`src/rtl/afe_ro_cfg_pkg.sv`:
```
// Shared definitions for the AFE readout configuration bus: default bus
// widths and the master state encoding, also used by the cfg slaves.
package afe_ro_cfg_pkg;

    localparam int unsigned CFG_ADDR_W_DEF = 11;
    localparam int unsigned CFG_DATA_W_DEF = 32;

    // State encoding, also visible to slaves as a typed enum
    typedef enum logic [1:0] {
        CFG_ST_IDLE   = 2'd0,
        CFG_ST_ACCESS = 2'd1,
        CFG_ST_RESP   = 2'd2
    } cfg_state_e;

    localparam logic [1:0] ST_IDLE   = 2'd0;
    localparam logic [1:0] ST_ACCESS = 2'd1;
    localparam logic [1:0] ST_RESP   = 2'd2;

endpackage

```
`src/rtl/afe_ro_cfg_master.sv`:
```
// Configuration bus master: takes one request at a time, issues a single
// cfg access beat (held until the slave is ready or a timeout expires) and
// returns a response carrying read data or a timeout error.
module afe_ro_cfg_master
    import afe_ro_cfg_pkg::*;
#(
    parameter int unsigned ADDR_W         = CFG_ADDR_W_DEF,
    parameter int unsigned DATA_W         = CFG_DATA_W_DEF,
    parameter int unsigned TIMEOUT_CYCLES = 16
) (
    input  logic              clk_i,
    input  logic              rst_i,

    input  logic              req_valid_i,
    output logic              req_ready_o,
    input  logic [ADDR_W-1:0] req_addr_i,
    input  logic              req_rwn_i,
    input  logic [DATA_W-1:0] req_wdata_i,

    output logic              rsp_valid_o,
    input  logic              rsp_ready_i,
    output logic [DATA_W-1:0] rsp_rdata_o,
    output logic              rsp_err_o,

    output logic [ADDR_W-1:0] cfg_addr_o,
    output logic [DATA_W-1:0] cfg_data_o,
    output logic              cfg_valid_o,
    output logic              cfg_rwn_o,
    input  logic [DATA_W-1:0] cfg_data_i,
    input  logic              cfg_ready_i
);

    // Counter wide enough to hold TIMEOUT_CYCLES itself
    localparam int unsigned       CNT_W    = $clog2(TIMEOUT_CYCLES + 1);
    localparam logic [CNT_W-1:0]  CNT_LAST = CNT_W'(TIMEOUT_CYCLES - 1);
    localparam logic [CNT_W-1:0]  CNT_ONE  = CNT_W'(1);

    logic [1:0]        state_q,     state_d;
    logic [CNT_W-1:0]  cnt_q,       cnt_d;
    logic [ADDR_W-1:0] cfg_addr_q,  cfg_addr_d;
    logic [DATA_W-1:0] cfg_data_q,  cfg_data_d;
    logic              cfg_rwn_q,   cfg_rwn_d;
    logic [DATA_W-1:0] rsp_rdata_q, rsp_rdata_d;
    logic              rsp_err_q,   rsp_err_d;

    // Next-state and register-update decode for the IDLE/ACCESS/RESP sequence
    always_comb begin
        state_d     = state_q;
        cnt_d       = cnt_q;
        cfg_addr_d  = cfg_addr_q;
        cfg_data_d  = cfg_data_q;
        cfg_rwn_d   = cfg_rwn_q;
        rsp_rdata_d = rsp_rdata_q;
        rsp_err_d   = rsp_err_q;

        case (state_q)
            ST_IDLE: begin
                if (req_valid_i) begin
                    cfg_addr_d = req_addr_i;
                    cfg_data_d = req_wdata_i;
                    cfg_rwn_d  = req_rwn_i;
                    cnt_d      = '0;
                    state_d    = ST_ACCESS;
                end
            end

            ST_ACCESS: begin
                // Ready is tested first so a completion in the last
                // timeout cycle is still reported as a success.
                if (cfg_ready_i) begin
                    rsp_rdata_d = cfg_rwn_q ? cfg_data_i : '0;
                    rsp_err_d   = 1'b0;
                    state_d     = ST_RESP;
                end else if (cnt_q == CNT_LAST) begin
                    rsp_rdata_d = '0;
                    rsp_err_d   = 1'b1;
                    state_d     = ST_RESP;
                end else begin
                    cnt_d = cnt_q + CNT_ONE;
                end
            end

            ST_RESP: begin
                if (rsp_ready_i) begin
                    state_d = ST_IDLE;
                end
            end

            default: begin
                state_d = ST_IDLE;
            end
        endcase
    end

    // State, counter and captured bus/response registers
    always_ff @(posedge clk_i) begin
        if (rst_i) begin
            state_q     <= ST_IDLE;
            cnt_q       <= '0;
            cfg_addr_q  <= '0;
            cfg_data_q  <= '0;
            cfg_rwn_q   <= 1'b0;
            rsp_rdata_q <= '0;
            rsp_err_q   <= 1'b0;
        end else begin
            state_q     <= state_d;
            cnt_q       <= cnt_d;
            cfg_addr_q  <= cfg_addr_d;
            cfg_data_q  <= cfg_data_d;
            cfg_rwn_q   <= cfg_rwn_d;
            rsp_rdata_q <= rsp_rdata_d;
            rsp_err_q   <= rsp_err_d;
        end
    end

    // Handshake outputs are pure state decode; data outputs come from registers
    always_comb begin
        req_ready_o = (state_q == ST_IDLE);
        cfg_valid_o = (state_q == ST_ACCESS);
        rsp_valid_o = (state_q == ST_RESP);
        cfg_addr_o  = cfg_addr_q;
        cfg_data_o  = cfg_data_q;
        cfg_rwn_o   = cfg_rwn_q;
        rsp_rdata_o = rsp_rdata_q;
        rsp_err_o   = rsp_err_q;
    end

endmodule

```
`config.mk`:
```
export PLATFORM = sky130hd
export DESIGN_NAME = afe_ro_cfg_master
export DESIGN_NICKNAME = d
export VERILOG_FILES = /design/src/rtl/afe_ro_cfg_pkg.sv /design/src/rtl/afe_ro_cfg_master.sv
export SDC_FILE = /design/constraint.sdc
export NUM_CORES = 1
export LEC_CHECK = 0
export BUFFER_PORTS_ARGS = -buffer_cell sky130_fd_sc_hd__buf_2
export CAP_MARGIN = 25
export CORE_ASPECT_RATIO = 0.8
export CORE_MARGIN = 1.5
export CORE_UTILIZATION = 40
export DETAILED_ROUTE_END_ITERATION = 8
export PLACE_DENSITY_LB_ADDON = 0.08
export SETUP_SLACK_MARGIN = 0.15
export SYNTH_ARGS = -nofsm -noshare
export SYNTH_HDL_FRONTEND = slang
export SYNTH_SLANG_ARGS = --single-unit
```
`constraint.sdc`:
```
create_clock -name clk_i -period 2.1 [get_ports clk_i]
set_clock_uncertainty 0.05 [all_clocks]
set_input_delay 0.105 -clock clk_i [delete_from_list [all_inputs] [get_ports clk_i]]
set_output_delay 0.105 -clock clk_i [all_outputs]
set_load 0.03 [all_outputs]
```
---- Yosys cells after proc, flatten, opt, wreduce, memory -nomap -nowiden ----
Cells that the tools add are included.
word-level totals
  word-level logic and storage cells ...... 37
  output and inout port bits .............. 80
  input bits .............................. 81
  register bits ........................... 84
operators by class
  reductions and logical operators ........ 7
  equality and inequality tests ........... 8
  $add $sub $neg .......................... 1
  multiplexer cells ....................... 14
operators with widths
  cell                   number
  $mux W32               3
  $mux W5                3
  $pmux W5 S2            1
  $mux W2                4
  $ne A2 B2 Y1 const B   3
  $pmux W2 S3            1
  $add A5 B1 Y5 const B  1
  $eq A5 B4 Y1 const B   1
  $reduce_and A2 Y1      2
  $reduce_and A4 Y1      1
  $reduce_bool A2 Y1     2
  $ne A3 B1 Y1 const B   1
  $reduce_and A3 Y1      1
  $eq A2 B1 Y1 const B   1
  $eq A2 B2 Y1 const B   1
  $logic_not A2 Y1       1
  $mux W1                2
  $ne A2 B1 Y1 const B   1

---- Depth between registers and ports, before layout ----
Gate-level depths: netlist of run 1.
  word-level depth ........................ 4
  mapped depth ............................ 7
  mapped depth without buffers ............ 6

---- Worst setup path before layout of run 1 ----
OpenSTA, ideal clock, no wires.
  path kind ............................... reg-to-reg
  from .................................... reg cnt_q[0]
  to ...................................... reg cnt_q[2]
  arrival time ............................ 1.985 ns
  slack ................................... -0.021 ns
  cell stages (with the launch flop) ...... 8
  setup time .............................. 0.086 ns
  required time ........................... 1.964 ns
  cells stage by stage .................... dfxtp_1 > ha_1 > and3_1 > ha_1 > or4b_1 > buf_2 > or3_1 > a211oi_1
between the ends
  word-level cells in the longest chain between the ends .. 4
  elaborated cells between the ends (all ways) .. 7
  classes of those cells .................. add/sub (1); eq/ne (2); mux (3); reduce/logical (1)
RTL lines
  element                 RTL line                  source
  from (decl)             afe_ro_cfg_master.sv:39   logic [CNT_W-1:0] cnt_q, cnt_d;
  from (signal assigned)  afe_ro_cfg_master.sv:107  cnt_q <= cnt_d;
  $add A5 B1 Y5           afe_ro_cfg_master.sv:79   cnt_d = cnt_q + CNT_ONE;
  $mux W5                 afe_ro_cfg_master.sv:74   end else if (cnt_q == CNT_LAST) begin
  $mux W5                 afe_ro_cfg_master.sv:70   if (cfg_ready_i) begin
  $pmux W5 S2             afe_ro_cfg_master.sv:56   case (state_q)
Parallel ways exist; a longest one is shown, timed or not. The select of a mux whose other input is x is not followed.
A chain may end at the register's enable or synchronous reset.

---- Final worst setup path of run 1 ----
Same ends and word-level chain as after synthesis.

==> results of run 1 <==
[per-stage QoR]
stage | std cells | utilization [%] | setup WS, ns
2_1_floorplan | 378 | - | 0.0989
3_3_place_gp | 611 | 53.6 | 0.159
3_5_place_dp | 611 | 53.6 | 0.112
4_1_cts | 704 | 66.4 | 0.128
5_1_grt | 706 | 67.0 | 0.0994
6_report | 706 | 67.0 | 0.142
[cell families (layout without fill, tap and decap cells)]
logic type	after synthesis	in the layout	share of synthesized area, %
and+or+nand+nor	138	138	18.9
AOI/OAI and AO/OA	120	120	20.4
DFF	84	84	55.7
buffers and inverters	34	272	4.26
adders and majority gates	2	2	0.828
[synthesized netlist by cell type, types with 2 or more instances]
library cell,instances
and3_1,2
nor2_1,2
nand3_1,2
ha_1,2
or3_1,2
inv_1,4
a211oi_1,2
clkbuf_1,28
o21ai_0,34
nand2_1,121
nand2b_1,2
a21oi_1,81
dfxtp_1,84
[power by group through the flow]
| stage | clock network (W) | logic [W] | registers, W |
|---|---|---|---|
| after floorplan | 0 | 0.000170 | 0.00184 |
| after global placement | 0 | 0.000479 | 0.00172 |
| after detailed placement | 0 | 0.000483 | 0.00173 |
| after CTS | 0.00102 | 0.000597 | 0.00169 |
| after global routing | 0.00109 | 0.000649 | 0.00170 |
| final | 0.000978 | 0.000600 | 0.00169 |
[per-layer routing]
layer	GRT usage, %	vias up	part of all wire (%)
met2	38.2	115	47
met1	27.7	1456	45
met5	0	-	0
met3	7.83	8	7.1
li1	-	1726	-
met4	5.77	0	0.84
[area by class of cell]
| type | count | area [um2] |
|---|---|---|
| fill | 628 | 2430 |
| timing repair buffer | 253 | 1690 |
| sequential | 84 | 1690 |
| multi-input combinational | 260 | 1260 |
| clock buffer | 10 | 128 |
| tap | 90 | 113 |
| clock inverter | 5 | 30.0 |
| inverter | 4 | 15.0 |
[worst max-delay path, stage by stage (launching register included)]
cell and delay [ns]:
dfxtp_4 0.36, ha_4 0.15, and3_4 0.17, ha_4 0.16
or4b_4 0.48, or3_1 0.31, a211oi_1 0.19
[sequential cells by signal, summed over array words and instances (netlist names)]
signal       cells
cfg_data_o      32
state_q          2
cnt_q            5
cfg_rwn_o        1
rsp_rdata_o     32
cfg_addr_o      11
rsp_err_o        1
[path summary, 6_finish.rpt]
path / endpoint / slack (ns) / startpoint / cells past startpoint
setup / recovery: cnt_q[2] / 0.14 / cnt_q[0] / 6
hold / removal: rsp_rdata_o[22] / 0.19 / rst_i / 2
setup reg to reg: cnt_q[2] / 0.14 / cnt_q[0] / 6
hold reg to reg: cfg_data_o[28] / 0.40 / cfg_data_o[28] / 2
[what timing repair did]
item / in CTS / in global routing
pin swaps: 0 / 1
buffers inserted: 0 / 2
endpoints found under the setup margin: 1 / 2
hold buffers: 78 / 0
endpoints found under the hold margin: 78 / 0
resized for setup: 2 / 4
==> reports/qor.csv, run 1 <==
stage,metric,value,unit
floorplan,die_h,80.7,um
flow_run,max_cap_viol_count,0,
power_and_ir_drop,power.density,663,nW/um2
place,hpwl,5.52,mm
sta,final_min_period_over_clock_period,93.3,%
power_and_ir_drop,p_clk_share,29.9,%
clock_network,clk_path_buf_depth,2,
sta,rsz0062_at_grt,true,
power_and_ir_drop,ir_drop,0.000431,V
clock_network,worst_skew_pair.late_latency,0.35,ns
grt,grt_max_degree,35,
sta,maxClockFrequency,511,MHz
power_and_ir_drop,swShare,28.7,%
hold_path,hp-class,input port to flop,
yosys,yosysWarnings,0,
floorplan,pin_count,161,
setup_path,path_max_fanout,4,
grt,grt_pass1_vias,3121,
layout,antenna_cells,0,
layout,syn_to_final_growth,63.1,%
clock_network,clkSinkCount,84,
sta,finalCriticalPeriod,1.96,ns
yosys,synth_top_area_share,55.7,%
routing,drt_iter0_drc,113,
grt,grt-ovfl-total,0,
power_and_ir_drop,power.switching,0.000938,W
floorplan,row_count,28,
power_and_ir_drop,p_total,0.00327,W
power_and_ir_drop,intPower,0.00233,W
layout,final_cell_mix,"buf_2 (160), nand2_1 (121), dfxtp_1 (82)",
yosys,synthesis.area,3020,um2
routing,first_pass_iters,4,
place,gp_congestion,0.762,
yosys,synth_top_flop_cell,dfxtp_1,
yosys,syn_area_per_cell,7.99,um2
setup_path,cp-end-kind,flop,
sta,hold_viol,0,
setup_path,arrival,2.17,ns
sta,final.setup.tns,0,ns
floorplan,die_area,8090,um2
layout,nNetsFinal,695,
routing,post_drt_wl_per_cell,13.0,um
floorplan,core_region_area,7360,um2
yosys,synth.area.top_cells,"dfxtp_1 (56%), nand2_1 (15%), a21oi_1 (13%)",
clock_network,cts_tree,done,
yosys,synth_top_area_cell,dfxtp_1,
sta,finalSetupViolCount,0,
routing,finalWirelength,9.20,mm
place,place_area,3950,um2
clock_network,clkTransAtPathRegs,0.09,ns
floorplan,start_util,41.1,%
outcome,status,"complete, no violations",
layout,layout-drive-gt1-share,32.3,%
yosys,yosys_register_bits,84,
power_and_ir_drop,p_leak,2.23,nW
sta,final_max_slew_viol_count,0,
setup_path,start_kind,flop,
power_and_ir_drop,combPwrFrac,18.4,%
routing,final_antenna_net_count,0,
place,port_buffers,160,
yosys,synth_edf_count,0,
sta,slew_headroom,63.3,%
yosys,syn_nets,461,
yosys,synth-seq-area-share,55.7,%
sta,holdWs,0.195,ns
sta,tightest_slew,0.550,ns
routing,drc,0,
layout,stdcell_area,4930,um2
yosys,synth-async-reset-ratio,0,%
power_and_ir_drop,seq_power_share,51.7,%
routing,via_per_inst,4.68,
setup_path,critical_path_class,flop to flop,
layout,final_common_cell,buf_2,
yosys,syn_inst,378,
clock_network,htree_levels,3,
clock_network,root_buffer,clkbuf_8,
grt,grt_use_total,22.5,%
yosys,ys_types,25,
grt,antenna_found_initial,0,
floorplan,die_w,100,um
routing,num_vias,3305,
setup_path,critPathRequiredTime,2.31,ns
grt,grt_pass1_wl,14.5,mm
clock_network,cts_made_buffers,9,
(Power assumes the default switching activity.)
==> run 2: changes to the inputs <==
- ABC_CLOCK_PERIOD_IN_PS: default -> 1970
- CORE_UTILIZATION: 40 -> 44
- clock period: 2.1 -> 1.97 ns (I/O delays scaled with it)
==> run 2 against run 1 <==
Net effect: the run now ends with negative setup slack left; die area is 8.8% lower; register-to-register slack got worse by 0.20 ns; sequential share of layout area decreased by 0.69 points; first-iteration DRC count increased by 23%; sequential power up 7%; non-clock buffer count rose by 2; critical path type unchanged; largest cell class unchanged.
==> reports/qor.csv, run 2 (same netlist as run 1, synthesis figures left out) <==
stage,metric,value,unit,change
outcome,status,"complete, but fails checks",,"was complete, no violations"
outcome,violations,negative setup slack,,
setup_path,critical_path_class,flop to flop,,unchanged
clock_network,cts_made_buffers,9,,unchanged
grt,grt_max_degree,36,,was 35
sta,final_max_slew_viol_count,0,,unchanged
floorplan,die_w,95.7,um,was 100 um
grt,grt_pass1_wl,15.1,mm,was 14.5 mm
routing,finalWirelength,9.44,mm,was 9.20 mm
sta,worst_slack,-0.0567,ns,was 0.142 ns
hold_path,hold_start,rst_i,,unchanged
power_and_ir_drop,p_leak,2.28,nW,was 2.23 nW
clock_network,clk_path_buf_depth,2,,unchanged
routing,via_per_inst,4.83,,was 4.68
routing,final_antenna_net_count,0,,unchanged
hold_path,hold_path_end,cfg_data_o[30],,was rsp_rdata_o[22]
clock_network,root_buffer,clkbuf_8,,unchanged
layout,layout-drive-gt1-share,32.8,%,was 32.3%
place,hpwl,5.37,mm,was 5.52 mm
routing,num_vias,3389,,was 3305
clock_network,htree_levels,3,,unchanged
power_and_ir_drop,ir_drop,0.000525,V,was 0.000431 V
place,port_buffers,160,,unchanged
sta,tightest_slew,0.613,ns,was 0.550 ns
floorplan,die_area,7380,um2,was 8090 um2
layout,final_common_cell,buf_2,,unchanged
layout,final_cell_mix,"buf_2 (160), nand2_1 (121), dfxtp_1 (82)",,unchanged
grt,grt_pass1_vias,3348,,was 3121
sta,finalSetupViolCount,1,,was 0
floorplan,start_util,46.4,%,was 41.1%
sta,hold_viol,0,,unchanged
flow_run,max_cap_viol_count,0,,unchanged
setup_path,arrival,2.23,ns,was 2.17 ns
floorplan,die_h,77.1,um,was 80.7 um
routing,post_drt_wl_per_cell,13.4,um,was 13.0 um
grt,grt-ovfl-total,0,,unchanged
sta,finalCriticalPeriod,2.03,ns,was 1.96 ns
floorplan,core_region_area,6510,um2,was 7360 um2
hold_path,min_path_cells,2,,unchanged
routing,drc,0,,unchanged
layout,nNetsFinal,697,,was 695
sta,holdWs,0.218,ns,was 0.195 ns
hold_path,hp-class,input port to flop,,unchanged
clock_network,clkSinkCount,84,,unchanged
clock_network,cts_tree,done,,unchanged
routing,drt_iter0_drc,139,,was 113
floorplan,pin_count,161,,unchanged
clock_network,clkTransAtPathRegs,0.08,ns,was 0.09 ns
setup_path,r2r_start,cnt_q[1],,was cnt_q[0]
setup_path,r2r_cells,7,,was 6
sta,maxClockFrequency,493,MHz,was 511 MHz
setup_path,critPathRequiredTime,2.18,ns,was 2.31 ns
sta,slew_headroom,59.1,%,was 63.3%
layout,final_util,77.2,%,was 67.0%
setup_path,path_max_fanout,4,,unchanged
layout,nFillCells,470,,was 628
layout,syn_to_final_growth,66.2,%,was 63.1%
sta,rsz0062_at_grt,true,,unchanged
power_and_ir_drop,power.density,746,nW/um2,was 663 nW/um2
setup_path,cp-end-kind,flop,,unchanged
sta,final_min_period_over_clock_period,103,%,was 93.3%
clock_network,worst_skew_pair.late_latency,0.35,ns,about the same
setup_path,rrSetupSlack,-0.06,ns,was 0.14 ns
floorplan,row_count,26,,was 28
routing,first_pass_iters,4,,unchanged
grt,grt_use_total,25.9,%,was 22.5%
grt,antenna_found_initial,0,,unchanged
place,gp_congestion,0.732,,was 0.762
power_and_ir_drop,p_total,0.00374,W,was 0.00327 W
setup_path,start_kind,flop,,unchanged
setup_path,r2r-end,cnt_q[4],,was cnt_q[2]
layout,antenna_cells,0,,unchanged
==> run 2: layout make-up <==
type	count	area (um2)	share of cell area (%)
clock buffers	10	128	2.54
inverters	4	15.0	0.299
multi-input cells	260	1270	25.3
repair buffers	255	1740	34.7
well taps	84	105	2.09
flip-flops and latches	84	1680	33.5
clock inverters	5	77.6	1.54
==> run 2: what timing repair did <==
action,CTS,global route
endpoints found under the hold margin,78,0
gates cloned,0,0
pin swaps,0,1
endpoints found under the setup margin,3,24
hold buffers,78,0
gates resized for setup,3,6
buffers inserted,1,2
==> run 2: worst max-delay path by stage <==
stage                        start       end  depth (start not counted)
after CTS                 cnt_q[1]  cnt_q[4]                          7
after global placement    cnt_q[1]  cnt_q[4]                          7
after floorplan           cnt_q[1]  cnt_q[2]                          7
after detailed placement  cnt_q[1]  cnt_q[4]                          7
after global routing      cnt_q[0]  cnt_q[4]                          7
final                     cnt_q[1]  cnt_q[4]                          7
==> run 2: critical path, cell delays in order (launching register included) <==
cell	delay, ns
dfxtp_2	0.34
ha_4	0.15
and3_4	0.17
ha_4	0.15
or4b_4	0.49
buf_6	0.14
or3_1	0.38
o41ai_2	0.06
==> run 2: power by group <==
part           internal (W)  switching [W]
Clock              0.000703       0.000584
Combinational      0.000283       0.000373
Sequential          0.00176      0.0000368
==> run 2: metal layers <==
metal | global-route usage, % | wire, um | share of wire (%)
met5 | 0 | 0 | 0
met4 | 7.65 | 123 | 1.3
met3 | 9.62 | 711 | 7.5
met2 | 44.6 | 4600 | 49
met1 | 29.4 | 4000 | 42
==> run 2: stage by stage <==
step           setup slack (ns)  TNS [ns]  instances  instance area [um2]
3_5_place_dp            0.00504         0        606                 3970
5_1_grt                  -0.104    -0.190        702                 5020
6_report                -0.0567   -0.0567        702                 5020
2_1_floorplan           -0.0311   -0.0311        378                 3040
4_1_cts                  0.0216         0        700                 4970
3_3_place_gp             0.0329         0        606                 3970
==> run 3: changes to the inputs <==
- PLACE_DENSITY: default -> 0.79
- PLACE_DENSITY_LB_ADDON: 0.08 -> default
- RECOVER_POWER: default -> 25
==> run 3 against run 2 <==
Net effect: the run still ends with negative setup slack left; core utilization decreased by 1.4 points; maximum frequency is 2.8% higher; critical path depth fell by 1; count of clock-buffer cells in the layout up 2; combinational power down 1%; flip-flop and latch count is the same; critical endpoint is now cnt_q[2]; highest routed layer unchanged.
==> reports/qor.csv, run 3 (same netlist as run 1, synthesis figures left out) <==
stage,metric,value,unit,change
grt,grt_use_total,27.8,%,was 25.9%
floorplan,pin_count,161,,unchanged
clock_network,clk_path_buf_depth,2,,unchanged
routing,num_vias,3516,,was 3389
setup_path,critical_path_class,flop to flop,,unchanged
layout,final_cell_mix,"nand2_1 (121), buf_2 (120), a21oi_1 (81), dfxtp_1 (81), dlygate4sd3_1 (78)",,"was buf_2 (160), nand2_1 (121), dfxtp_1 (82)"
sta,final_max_slew_viol_count,0,,unchanged
layout,final_util,75.8,%,was 77.2%
grt,grt_pass1_wl,16.0,mm,was 15.1 mm
place,port_buffers,160,,unchanged
flow_run,max_cap_viol_count,0,,unchanged
power_and_ir_drop,ir_drop,0.000517,V,was 0.000525 V
floorplan,row_count,26,,unchanged
clock_network,cts_made_buffers,9,,unchanged
layout,syn_to_final_growth,63.3,%,was 66.2%
grt,antenna_found_initial,0,,unchanged
setup_path,cp-end-kind,flop,,unchanged
sta,finalSetupViolCount,1,,unchanged
setup_path,cp_common_cell,ha_4,,unchanged
sta,final.setup.tns,-0.00214,ns,was -0.0567 ns
clock_network,htree_levels,3,,unchanged
sta,tightest_slew,0.789,ns,was 0.613 ns
grt,grt_max_degree,41,,was 36
setup_path,path_max_fanout,3,,was 4
sta,rsz0062_at_grt,true,,unchanged
setup_path,rrSetupSlack,-0.002,ns,was -0.06 ns
grt,grt-ovfl-total,0,,unchanged
place,place_ws,-0.0150,ns,was 0.00504 ns
hold_path,hold_start,rst_i,,unchanged
routing,first_pass_iters,4,,unchanged
routing,post_drt_wl_per_cell,14.4,um,was 13.4 um
power_and_ir_drop,p_total,0.00366,W,was 0.00374 W
clock_network,worst_skew_pair.late_latency,0.35,ns,about the same
sta,worst_slack,-0.00214,ns,was -0.0567 ns
layout,nNetsFinal,693,,was 697
setup_path,worstSetupStartpoint,cnt_q[1],,unchanged
outcome,violations,negative setup slack,,unchanged
setup_path,start_kind,flop,,unchanged
setup_path,r2r_start,cnt_q[1],,unchanged
layout,layout-drive-gt1-share,26.2,%,was 32.8%
routing,drt_iter0_drc,145,,was 139
layout,stdcell_area,4930,um2,was 5020 um2
sta,maxClockFrequency,507,MHz,was 493 MHz
sta,hold_viol,0,,unchanged
floorplan,die_h,77.1,um,unchanged
grt,grt_pass1_vias,3599,,was 3348
clock_network,clkSinkCount,84,,unchanged
setup_path,critical-path-max-stage-delay,0.50,ns,was 0.49 ns
layout,seqCellArea,1690,um2,was 1680 um2
place,place_area,3960,um2,was 3970 um2
routing,via_per_inst,5.03,,was 4.83
sta,slew_headroom,47.4,%,was 59.1%
layout,multi_input_area,1270,um2,about the same
sta,finalCriticalPeriod,1.97,ns,was 2.03 ns
place,gp_congestion,0.786,,was 0.732
floorplan,core_region_area,6510,um2,unchanged
power_and_ir_drop,power.density,742,nW/um2,was 746 nW/um2
routing,finalWirelength,10.1,mm,was 9.44 mm
sta,final_min_period_over_clock_period,100,%,was 103%
outcome,status,"complete, but fails checks",,unchanged
setup_path,crit_path_top_delay_cell,or4b_4,,unchanged
floorplan,die_area,7380,um2,unchanged
hold_path,hp-class,input port to flop,,unchanged
setup_path,critPathRequiredTime,2.19,ns,was 2.18 ns
setup_path,arrival,2.20,ns,was 2.23 ns
layout,final_common_cell,nand2_1,,was buf_2
power_and_ir_drop,p_leak,2.09,nW,was 2.28 nW
floorplan,start_util,46.4,%,unchanged
routing,final_antenna_net_count,0,,unchanged
setup_path,crit_chain,ha_4 -> and3_4 -> ha_4 -> or4b_4 -> or3_4 -> a211oi_2,,was ha_4 -> and3_4 -> ha_4 -> or4b_4 -> buf_6 -> or3_1 -> o41ai_2
layout,antenna_cells,0,,unchanged
clock_network,cts_tree,done,,unchanged
clock_network,root_buffer,clkbuf_8,,unchanged
place,hpwl,5.58,mm,was 5.37 mm
clock_network,clkTransAtPathRegs,0.08,ns,about the same
floorplan,die_w,95.7,um,unchanged
layout,nFillCells,498,,was 470
routing,drc,0,,unchanged
## run 3: area by class of cell
cell class              instances  area share (%)
clock buffers                  12            2.94
clock inverters                 4           0.989
inverters                       4           0.304
multi-input cells             260            25.8
flip-flops and latches         84            34.2
well taps                      84            2.13
repair buffers                251            33.6
## run 3: per-layer routing
| layer | global-route usage (%) | wire [um] | vias up |
|---|---|---|---|
| met1 | 27.3 | 3870 | 1621 |
| met2 | 52.0 | 5230 | 148 |
| met5 | 0 | 0 | - |
| met4 | 9.71 | 256 | 0 |
| met3 | 10.6 | 729 | 30 |
| li1 | - | - | 1717 |
## run 3: power by group
| part | switching [W] | internal [W] |
|---|---|---|
| Combinational | 0.000376 | 0.000272 |
| Clock | 0.000589 | 0.000620 |
| Sequential | 0.0000406 | 0.00176 |
## run 3: stage by stage
stage / std cells / hold slack [ns]
5_1_grt: 699 / 0.301
2_1_floorplan: 378 / 0.145
6_report: 699 / 0.300
3_3_place_gp: 604 / 0.289
4_1_cts: 699 / 0.276
3_5_place_dp: 604 / 0.295
## run 3: timing repair
action | in CTS | in global routing
resized for setup | 8 | 4
hold buffers | 78 | 0
pin swaps | 0 | 0
endpoints found under the setup margin | 4 | 12
setup buffers | 1 | 0
hold endpoints to repair | 78 | 0
## run 3: worst paths after layout
check,end,depth (start not counted)
worst max-delay path,cnt_q[2],6
worst min-delay path,cnt_q[3],2
worst max register to register,cnt_q[2],6
worst min register to register,cfg_addr_o[5],2
## run 3: critical path, delay by kind of cell (launching register included)
kind / cells / cell delay (ns)
flip-flops: 1 / 0.35
AO/OA/AOI/OAI: 1 / 0.17
adder cells (fa/ha/maj): 2 / 0.32
AND/OR/NAND/NOR: 3 / 1.02
